`config.mk`:
```
export PLATFORM = sky130hd
export DESIGN_NAME = demux_buffered
export DESIGN_NICKNAME = d
export VERILOG_FILES = /design/src/rtl/demux_buffered_pkg.sv /design/src/rtl/demux_fifo_channel.sv /design/src/rtl/demux_buffered.sv
export SDC_FILE = /design/constraint.sdc
export NUM_CORES = 1
export LEC_CHECK = 0
export CORE_ASPECT_RATIO = 0.9
export CORE_MARGIN = 4
export CORE_UTILIZATION = 40
export CTS_CLUSTER_DIAMETER = 50
export CTS_CLUSTER_SIZE = 14
export DETAILED_ROUTE_END_ITERATION = 8
export GPL_TIMING_DRIVEN = 1
export PLACE_DENSITY_LB_ADDON = 0.15
export SYNTH_ARGS = -nofsm -noshare
export SYNTH_HDL_FRONTEND = slang
export SYNTH_SLANG_ARGS = --single-unit
```
`constraint.sdc`:
```
create_clock -name clk -period 10.2 [get_ports clk]
set_input_delay 2.55 -clock clk [delete_from_list [all_inputs] [get_ports clk]]
set_output_delay 2.55 -clock clk [all_outputs]
set_load 0.05 [all_outputs]
```
`src/rtl/demux_buffered_pkg.sv`:
```
`default_nettype none
// ============================================================================
// Module      : demux_buffered_pkg
// Description : Shared width helper and power-of-two check used by the
//               buffered demultiplexer and its channel FIFOs.
// Revision    : 1.0 - initial release
// ============================================================================
package demux_buffered_pkg;

    // Index width for n entries; never below 1 so 1-entry cases still get a bit.
    function automatic int clog2w(input int n);
        return (n < 2) ? 1 : $clog2(n);
    endfunction

    // True when n is a positive power of two.
    function automatic bit is_pow2(input int n);
        return (n > 0) && ((n & (n - 1)) == 0);
    endfunction

endpackage
`default_nettype wire

```
`src/rtl/demux_fifo_channel.sv`:
```
`default_nettype none
// ============================================================================
// Module      : demux_fifo_channel
// Description : Single-clock FIFO for one demux output channel. The read
//               port shows the head word, or zero while the FIFO is empty.
// Revision    : 1.0 - initial release
// ============================================================================
module demux_fifo_channel
    import demux_buffered_pkg::*;
#(
    parameter int WIDTH = 64,
    parameter int DEPTH = 2
) (
    input  logic             clk,
    input  logic             rst,
    input  logic             flush,
    input  logic             wr_en,
    input  logic [WIDTH-1:0] wr_data,
    output logic             full,
    input  logic             rd_en,
    output logic [WIDTH-1:0] rd_data,
    output logic             empty
);

    localparam int             PW     = clog2w(DEPTH);
    localparam logic [PW:0]    C_FULL = (PW + 1)'(DEPTH);

    logic [WIDTH-1:0] r_mem [DEPTH];
    logic [PW-1:0]    r_wptr;
    logic [PW-1:0]    r_rptr;
    logic [PW:0]      r_count;
    logic             w_push;
    logic             w_pop;

    assign full  = (r_count == C_FULL);
    assign empty = (r_count == '0);

    // Guard locally as well, so a careless caller can never over/underflow.
    assign w_push = wr_en & ~full;
    assign w_pop  = rd_en & ~empty;

    // Empty channel drives zero instead of a stale head word.
    assign rd_data = empty ? '0 : r_mem[r_rptr];

    // Pointer and occupancy bookkeeping; reset and flush both discard contents.
    always_ff @(posedge clk) begin
        if (rst || flush) begin
            r_wptr  <= '0;
            r_rptr  <= '0;
            r_count <= '0;
        end else begin
            if (w_push) r_wptr <= r_wptr + 1'b1;
            if (w_pop)  r_rptr <= r_rptr + 1'b1;
            case ({w_push, w_pop})
                2'b10:   r_count <= r_count + 1'b1;
                2'b01:   r_count <= r_count - 1'b1;
                default: r_count <= r_count;
            endcase
        end
    end

    // Storage array; contents need no reset because the count gates visibility.
    always_ff @(posedge clk) begin
        if (w_push && !rst && !flush) begin
            r_mem[r_wptr] <= wr_data;
        end
    end

endmodule
`default_nettype wire

```
`src/rtl/demux_buffered.sv`:
```
`default_nettype none
// ============================================================================
// Module      : demux_buffered
// Description : 1:N demultiplexer with a small FIFO per output channel and
//               valid/ready handshakes on both sides. in_ready depends only
//               on in_sel and registered occupancy, never on out_ready.
// Revision    : 1.0 - initial release
// ============================================================================
module demux_buffered
    import demux_buffered_pkg::*;
#(
    parameter int WIDTH    = 64,
    parameter int CHANNELS = 2,
    parameter int DEPTH    = 2
) (
    input  logic                          clk,
    input  logic                          rst,
    input  logic [WIDTH-1:0]              in_data,
    input  logic [$clog2(CHANNELS)-1:0]   in_sel,
    input  logic                          in_valid,
    output logic                          in_ready,
    output logic [CHANNELS*WIDTH-1:0]     out_bus,
    output logic [CHANNELS-1:0]           out_valid,
    input  logic [CHANNELS-1:0]           out_ready,
    input  logic                          flush
);

    localparam int SW = $clog2(CHANNELS);

    logic [CHANNELS-1:0] w_full;
    logic [CHANNELS-1:0] w_empty;
    logic [CHANNELS-1:0] w_wr_en;

    // Elaboration-time sanity check on the geometry.
    if (!is_pow2(CHANNELS) || CHANNELS < 2 || !is_pow2(DEPTH) || DEPTH < 2) begin : g_bad_geometry
        $error("demux_buffered: CHANNELS and DEPTH must be powers of 2 and >= 2");
    end

    assign in_ready = ~w_full[in_sel];

    for (genvar g = 0; g < CHANNELS; g++) begin : g_ch
        localparam logic [SW-1:0] C_IDX = SW'(g);

        // One-hot write enable: only the selected channel sees the accept.
        assign w_wr_en[g]   = in_valid & in_ready & (in_sel == C_IDX);
        assign out_valid[g] = ~w_empty[g];

        demux_fifo_channel #(
            .WIDTH (WIDTH),
            .DEPTH (DEPTH)
        ) u_fifo (
            .clk     (clk),
            .rst     (rst),
            .flush   (flush),
            .wr_en   (w_wr_en[g]),
            .wr_data (in_data),
            .full    (w_full[g]),
            .rd_en   (out_ready[g]),
            .rd_data (out_bus[g*WIDTH +: WIDTH]),
            .empty   (w_empty[g])
        );
    end

endmodule
`default_nettype wire

```
==> metrics.csv, run 1 <==
stage,metric,value,unit
power_and_ir_drop,VDD IR max,0.123,mV
die,row cnt,54,
synth,top_reg_cell synth,edfxtp_1,
cts,cts hold-fix bufs,0,
timing,max-slew violations,0,
setup_path,Register-to-Register Path Depth,4,
cts,CTS Buffer Depth,3,
timing,Final setup viols,0,
cts,"Clk Latency, worst-skew pair",0.51,ns
global_route,number of global-route vias before repair,6069,
timing,final hold slack,0.515,ns
global_route,first-pass GRT wire length,34400,um
timing,slew margin rel.,31.6,%
run,max-cap viol count,0,
timing,Final Skew,0.00692,ns
setup_path,critical-path cell list,clkdlybuf4s50_1 -> nor2_1 -> a21oi_1 -> clkdlybuf4s50_1,
cts,post-cts resize count,0,
finish,antenna cell count,0,
setup_path,Slowest cell on crit path,clkdlybuf4s50_1,
detailed_routing,routed vias/inst,4.83,
timing,Final TNS setup,0,ns
global_route,largest net degree at the start of global routing,65,
detailed_routing,per-cell routed wire length,19.3,um
outcome,status,"complete, no violations",
placed_design,Final GP Congestion,0.724,
placed_design,dpl hpwl,13500,um
finish,layout cells sized above 1,7.02,%
setup_path,required time of the critical path,7.65,ns
synth,Synthesis Warnings,0,
setup_path,"setup slack, reg-to-reg",7.88,ns
timing,RSZ-0062 raised after global routing,false,
cts,CTS root buf,clkbuf_16,
setup_path,CP peak stage delay,0.82,ns
power_and_ir_drop,Lkg Pwr,4.13,nW
die,Ports,202,
timing,fmax,152,MHz
detailed_routing,1st-iter DRT viols,328,
setup_path,Worst Path Arrival,4.04,ns
die,Die W,176,um
global_route,total grt overflow,0,
hold_path,HP Start,g_ch[1].u_fifo.r_rptr,
synth,post-synthesis sequential area ratio,78.0,%
finish,Area Overhead vs Synth,31.6,%
global_route,initial antenna violation count,0,
synth,Syn Nets,675,
detailed_routing,DR DRC count,0,
global_route,gr usage total,15.7,%
timing,slew at the pin closest to its max-slew limit,1.03,ns
die,Die Footprint,27900,sq um
die,chip height,159,um
synth,Seq cells post-synth,266,
setup_path,CP Capture Type,output port,
placed_design,DP Area,12500,sq um
synth,Async SR Flop Fraction,0,%
setup_path,reg2reg end,g_ch[1].u_fifo.r_mem[1][56],
setup_path,CP startpoint kind,primary input,
setup_path,Crit Path Max Fanout,4,
die,initial core utilization,41.2,%
finish,Final nets,884,
detailed_routing,detailed-router iteration count before antenna repair,5,
synth,Avg Inst Size Synth,16.8,sq um
cts,# Post-CTS Setup Buffers,0,
cts,Clock transition at path regs,0.06,ns
cts,number of clock sinks,266,
synth,synthesized area,10100,sq um
setup_path,reg2reg start,g_ch[1].u_fifo.r_count[0],
synth,Post-synth EDFFs,256,
detailed_routing,vias,5615,
detailed_routing,Final ANT Viol Nets,0,
setup_path,Most common cell on crit path,clkdlybuf4s50_1,
cts,H-Tree Depth,1,
hold_path,Hold Path Sink,g_ch[1].u_fifo.r_rptr,
placed_design,port buffer count,201,
synth,Gate Count Post-Synth,602,
power_and_ir_drop,power per cell area,174,nW/um^2
timing,final critical-path required period,6.59,ns
setup_path,CP Class,primary input to output port,
synth,number of distinct library cells after synthesis,19,
cts,Inserted Clock Buffers,26,
hold_path,Hold WC Path Type,flip-flop to flip-flop,
timing,endpoints failing hold,0,
cts,CTS tree,yes,
hold_path,depth of the worst hold-timing path,2,
detailed_routing,drt total wl,22500,um
die,core footprint,24500,sq um
finish,Layout Cell Area excl Fill,13300,sq um
timing,period utilization,64.6,%
finish,# fillers,1967,
==> final cells by class <==
| cell class | instances | area, sq um | area share, % |
|---|---|---|---|
| repair buffers | 211 | 2090 | 15.7 |
| clock inverters | 12 | 125 | 0.941 |
| multi-input cells | 300 | 2060 | 15.5 |
| inverters | 6 | 22.5 | 0.169 |
| clock buffers | 31 | 691 | 5.19 |
| well taps | 336 | 420 | 3.16 |
| flip-flops and latches | 266 | 7900 | 59.4 |
==> cell usage in the layout, fill, tap and decap left out, types with 3 or more instances in the layout <==
cell and n:
clkbuf_1 4, clkinv_2 4, clkbuf_16 27, edfxtp_1 256
mux2i_1 128, or3_1 4, inv_1 6, xor2_1 4
o21ai_0 6, nor2_1 135, clkdlybuf4s50_1 201, a21oi_1 5
dfxtp_1 8, nand2b_1 3, buf_4 10, nor3_2 4
==> kinds of logic (layout without fill, tap and decap cells) <==
kind of cell / after synthesis / count (layout) / synth area share, %
muxes: 128 / 128 / 12.7
DFF: 266 / 266 / 78.0
and+or+nand+nor: 153 / 153 / 6.00
buffers and inverters: 36 / 260 / 1.96
AOI/OAI and AO/OA: 11 / 11 / 0.545
adders and majority gates: 2 / 2 / 0.248
xor gates and xnor gates: 6 / 6 / 0.520
==> Yosys cell counts, drive strengths merged (3+ instances only) <==
cell type | number | area share (%)
a21oi | 5 | 0.25
buf | 26 | 1.6
clkbuf | 4 | 0.15
dfxtp | 10 | 2.0
edfxtp | 256 | 76
inv | 6 | 0.22
mux2i | 128 | 13
nand2b | 3 | 0.19
nor2 | 137 | 5.1
nor3 | 4 | 0.20
o21ai | 6 | 0.30
or3 | 4 | 0.25
xor2 | 4 | 0.35
==> layer usage <==
metal / up-vias / part of all wire, % / track usage [%]
met5: - / 0 / 0
met1: 2793 / 41 / 19.5
met2: 161 / 52 / 28.4
li1: 2631 / - / -
met3: 30 / 4.8 / 3.09
met4: 0 / 1.8 / 3.79
==> registers in the layout, summed over array words and instances, names as in the netlist, named ones only <==
name / flops
g_ch.u_fifo.r_count: 4
g_ch.u_fifo.r_rptr: 2
g_ch.u_fifo.r_mem: 256
g_ch.u_fifo.r_wptr: 2
==> metrics by stage <==
stage                     utilization [%]  total power (W)  cells  worst slack (ns)
after floorplan                         -          0.00134    602              2.32
after global placement               50.9          0.00142   1119              3.60
after detailed placement             50.9          0.00142   1119              3.60
after CTS                            54.2          0.00234   1162              3.60
after global routing                 54.2          0.00239   1162              3.55
final                                54.2          0.00231   1162              3.61
==> report_power, final <==
| group | switching [W] | leakage (nW) | internal (W) |
|---|---|---|---|
| Sequential | 0.00000576 | 2.40 | 0.00121 |
| Combinational | 0.000117 | 1.33 | 0.0000664 |
| Clock | 0.000378 | 0.396 | 0.000533 |
| Total | 0.000500 | 4.13 | 0.00181 |
==> worst max-delay path, delay by kind of cell <==
kind	cells	cell delay, ns
buf+inv	2	1.33
compound gates	1	0.10
simple gates	1	0.06
==> how the worst max path moves through the flow <==
| stage | to | cells past startpoint | start |
|---|---|---|---|
| 4_1_cts | in_ready | 4 | in_sel |
| 5_1_grt | in_ready | 4 | in_sel |
| 2_1_floorplan | g_ch[1].u_fifo.r_mem[0][0] | 3 | rst |
| 3_5_place_dp | in_ready | 4 | in_sel |
| 6_report | in_ready | 4 | in_sel |
| 3_3_place_gp | in_ready | 4 | in_sel |
Note: power is estimated with default switching activity, not from simulation.
==> run 2, diff against run 1 <==
clock period = 5.9 ns   (was 10.2 ns; I/O delays follow)
==> run 2 against run 1 <==
  * Clock power grew 77%
  * Via count grew 0.28%
  * Critical path depth is the same
  * Total power grew 74%
  * Global-route usage grew 0.072 points
  * Core utilization grew 0.26 points
  * Cell area grew 0.48%
  * Critical path type is now flip-flop to output port
==> metrics.csv, run 2 (synthesis gave the netlist of run 1 again) <==
stage,metric,value,unit,change
global_route,total grt overflow,0,,unchanged
detailed_routing,routed vias/inst,4.82,,was 4.83
timing,Final Skew,0.0229,ns,was 0.00692 ns
hold_path,depth of the worst hold-timing path,2,,unchanged
timing,fmax,222,MHz,
die,Die Footprint,27900,sq um,unchanged
detailed_routing,Final ANT Viol Nets,0,,unchanged
setup_path,Worst Path Arrival,3.02,ns,was 4.04 ns
finish,max reg flops,256,,unchanged
setup_path,CP Capture Type,output port,,unchanged
cts,Inserted Clock Buffers,27,,was 26
global_route,number of global-route vias before repair,5970,,was 6069
timing,endpoints failing hold,0,,unchanged
finish,Layout Cell Area excl Fill,13400,sq um,was 13300 sq um
cts,H-Tree Depth,1,,unchanged
setup_path,critical-path cell list,nor2_4 -> buf_4 -> nor2_1 -> clkdlybuf4s50_1,,was clkdlybuf4s50_1 -> nor2_1 -> a21oi_1 -> clkdlybuf4s50_1
detailed_routing,vias,5631,,was 5615
cts,post-cts resize count,0,,unchanged
finish,"commonest non-fill, non-tap cell in the layout",edfxtp_1,,unchanged
detailed_routing,WL met2,11500,um,was 11800 um
timing,slew margin rel.,32.9,%,was 31.6%
detailed_routing,wl on met1,9360,um,was 9200 um
global_route,first-pass GRT wire length,34700,um,was 34400 um
setup_path,required time of the critical path,4.43,ns,was 7.65 ns
die,row cnt,54,,unchanged
setup_path,Slowest cell on crit path,clkdlybuf4s50_1,,unchanged
setup_path,CP startpoint kind,flip-flop,,was primary input
hold_path,Hold WC Path Type,flip-flop to flip-flop,,unchanged
detailed_routing,highest routed layer,met4,,unchanged
detailed_routing,drt total wl,22600,um,was 22500 um
die,core footprint,24500,sq um,unchanged
finish,Final nets,891,,was 884
cts,Clock transition at path regs,0.06,ns,about the same
cts,cts hold-fix bufs,0,,unchanged
power_and_ir_drop,Lkg Pwr,4.16,nW,was 4.13 nW
power_and_ir_drop,power per cell area,301,nW/um^2,was 174 nW/um^2
detailed_routing,routed length on met3,1240,um,was 1070 um
timing,final critical-path required period,4.50,ns,
timing,final hold slack,0.504,ns,was 0.515 ns
detailed_routing,DR DRC count,0,,unchanged
detailed_routing,detailed-router iteration count before antenna repair,5,,unchanged
finish,Area Overhead vs Synth,32.2,%,was 31.6%
detailed_routing,per-cell routed wire length,19.4,um,was 19.3 um
power_and_ir_drop,VDD IR max,0.215,mV,was 0.123 mV
finish,most frequent cells in the layout,"256 x edfxtp_1, 201 x clkdlybuf4s50_1, 135 x nor2_1, 128 x mux2i_1, 27 x clkbuf_16",,unchanged
setup_path,buffers plus inverters on the worst setup path,2,,unchanged
cts,number of clock sinks,266,,unchanged
finish,Largest regs,"g_ch.u_fifo.r_mem (256), g_ch.u_fifo.r_count (4)",,unchanged
placed_design,Final GP Congestion,0.747,,was 0.724
setup_path,Register-to-Register Path Depth,4,,unchanged
placed_design,port buffer count,201,,unchanged
finish,Top reg by flops,g_ch.u_fifo.r_mem,,unchanged
timing,period utilization,76.3,%,
global_route,largest net degree at the start of global routing,49,,was 65
cts,# Post-CTS Setup Buffers,0,,unchanged
finish,layout cells sized above 1,7.80,%,was 7.02%
die,chip height,159,um,unchanged
finish,antenna cell count,0,,unchanged
timing,slew at the pin closest to its max-slew limit,1.01,ns,was 1.03 ns
global_route,initial antenna violation count,0,,unchanged
setup_path,CP peak stage delay,0.73,ns,was 0.82 ns
setup_path,Worst path depth,4,,unchanged
timing,Final setup viols,0,,unchanged
setup_path,Crit Path Max Fanout,32,,was 4
placed_design,dpl hpwl,14000,um,was 13500 um
global_route,gr usage total,15.8,%,was 15.7%
die,Die W,176,um,unchanged
run,max-cap viol count,0,,unchanged
detailed_routing,1st-iter DRT viols,219,,was 328
placed_design,DP Area,12500,sq um,about the same
cts,CTS root buf,clkbuf_16,,unchanged
cts,CTS Buffer Depth,3,,unchanged
cts,CTS tree,yes,,unchanged
cts,"Clk Latency, worst-skew pair",0.53,ns,was 0.51 ns
setup_path,CP Class,flip-flop to output port,,was primary input to output port
timing,RSZ-0062 raised after global routing,false,,unchanged
die,initial core utilization,41.2,%,unchanged
setup_path,CP top delay family,buffers and inverters,,unchanged
outcome,status,"complete, no violations",,unchanged
timing,max-slew violations,0,,unchanged
die,Ports,202,,unchanged
[run 2: worst paths after layout]
check / startpoint / endpoint / slack, ns
hold reg to reg: g_ch[1].u_fifo.r_rptr / g_ch[1].u_fifo.r_rptr / 0.50
hold / removal: g_ch[1].u_fifo.r_rptr / g_ch[1].u_fifo.r_rptr / 0.50
setup / recovery: g_ch[1].u_fifo.r_count[0] / out_bus[93] / 1.40
setup reg to reg: g_ch[1].u_fifo.r_count[0] / g_ch[1].u_fifo.r_mem[1][52] / 3.88
[run 2: final cells by class]
cell class | instances | area (sq um)
Multi-Input combinational cell | 300 | 2060
Timing Repair Buffer | 217 | 2130
Tap cell | 336 | 420
Clock buffer | 29 | 683
Fill cell | 1951 | 11200
Inverter | 6 | 22.5
Sequential cell | 266 | 7900
Clock inverter | 15 | 151
[run 2: tightest hold or removal path: cells and delay by family (launching register included)]
family,cells,cell delay (ns)
simple gates,1,0.07
xor+xnor,1,0.08
flops,1,0.32
[run 2: where the power goes]
part           switching [W]  internal, W  total, W
clock network       0.000681     0.000927   0.00161
registers          0.0000115      0.00209   0.00210
logic               0.000201     0.000116  0.000317
total               0.000893      0.00313   0.00403
[run 2: through the flow]
stage / total power [W] / setup TNS [ns] / setup slack [ns] / std cells / util, %
6_report: 0.00403 / 0 / 1.40 / 1169 / 54.5
5_1_grt: 0.00417 / 0 / 1.23 / 1169 / 54.5
4_1_cts: 0.00408 / 0 / 1.35 / 1169 / 54.5
3_5_place_dp: 0.00246 / 0 / 1.43 / 1125 / 51.1
3_3_place_gp: 0.00246 / 0 / 1.44 / 1125 / 51.1
2_1_floorplan: 0.00232 / -231.27 / -0.903 / 602 / -
[run 2: per-layer routing]
layer	global-route usage, %	up-vias
met1	20.0	2793
met5	0	-
li1	-	2649
met4	3.83	0
met2	27.8	154
met3	3.33	35
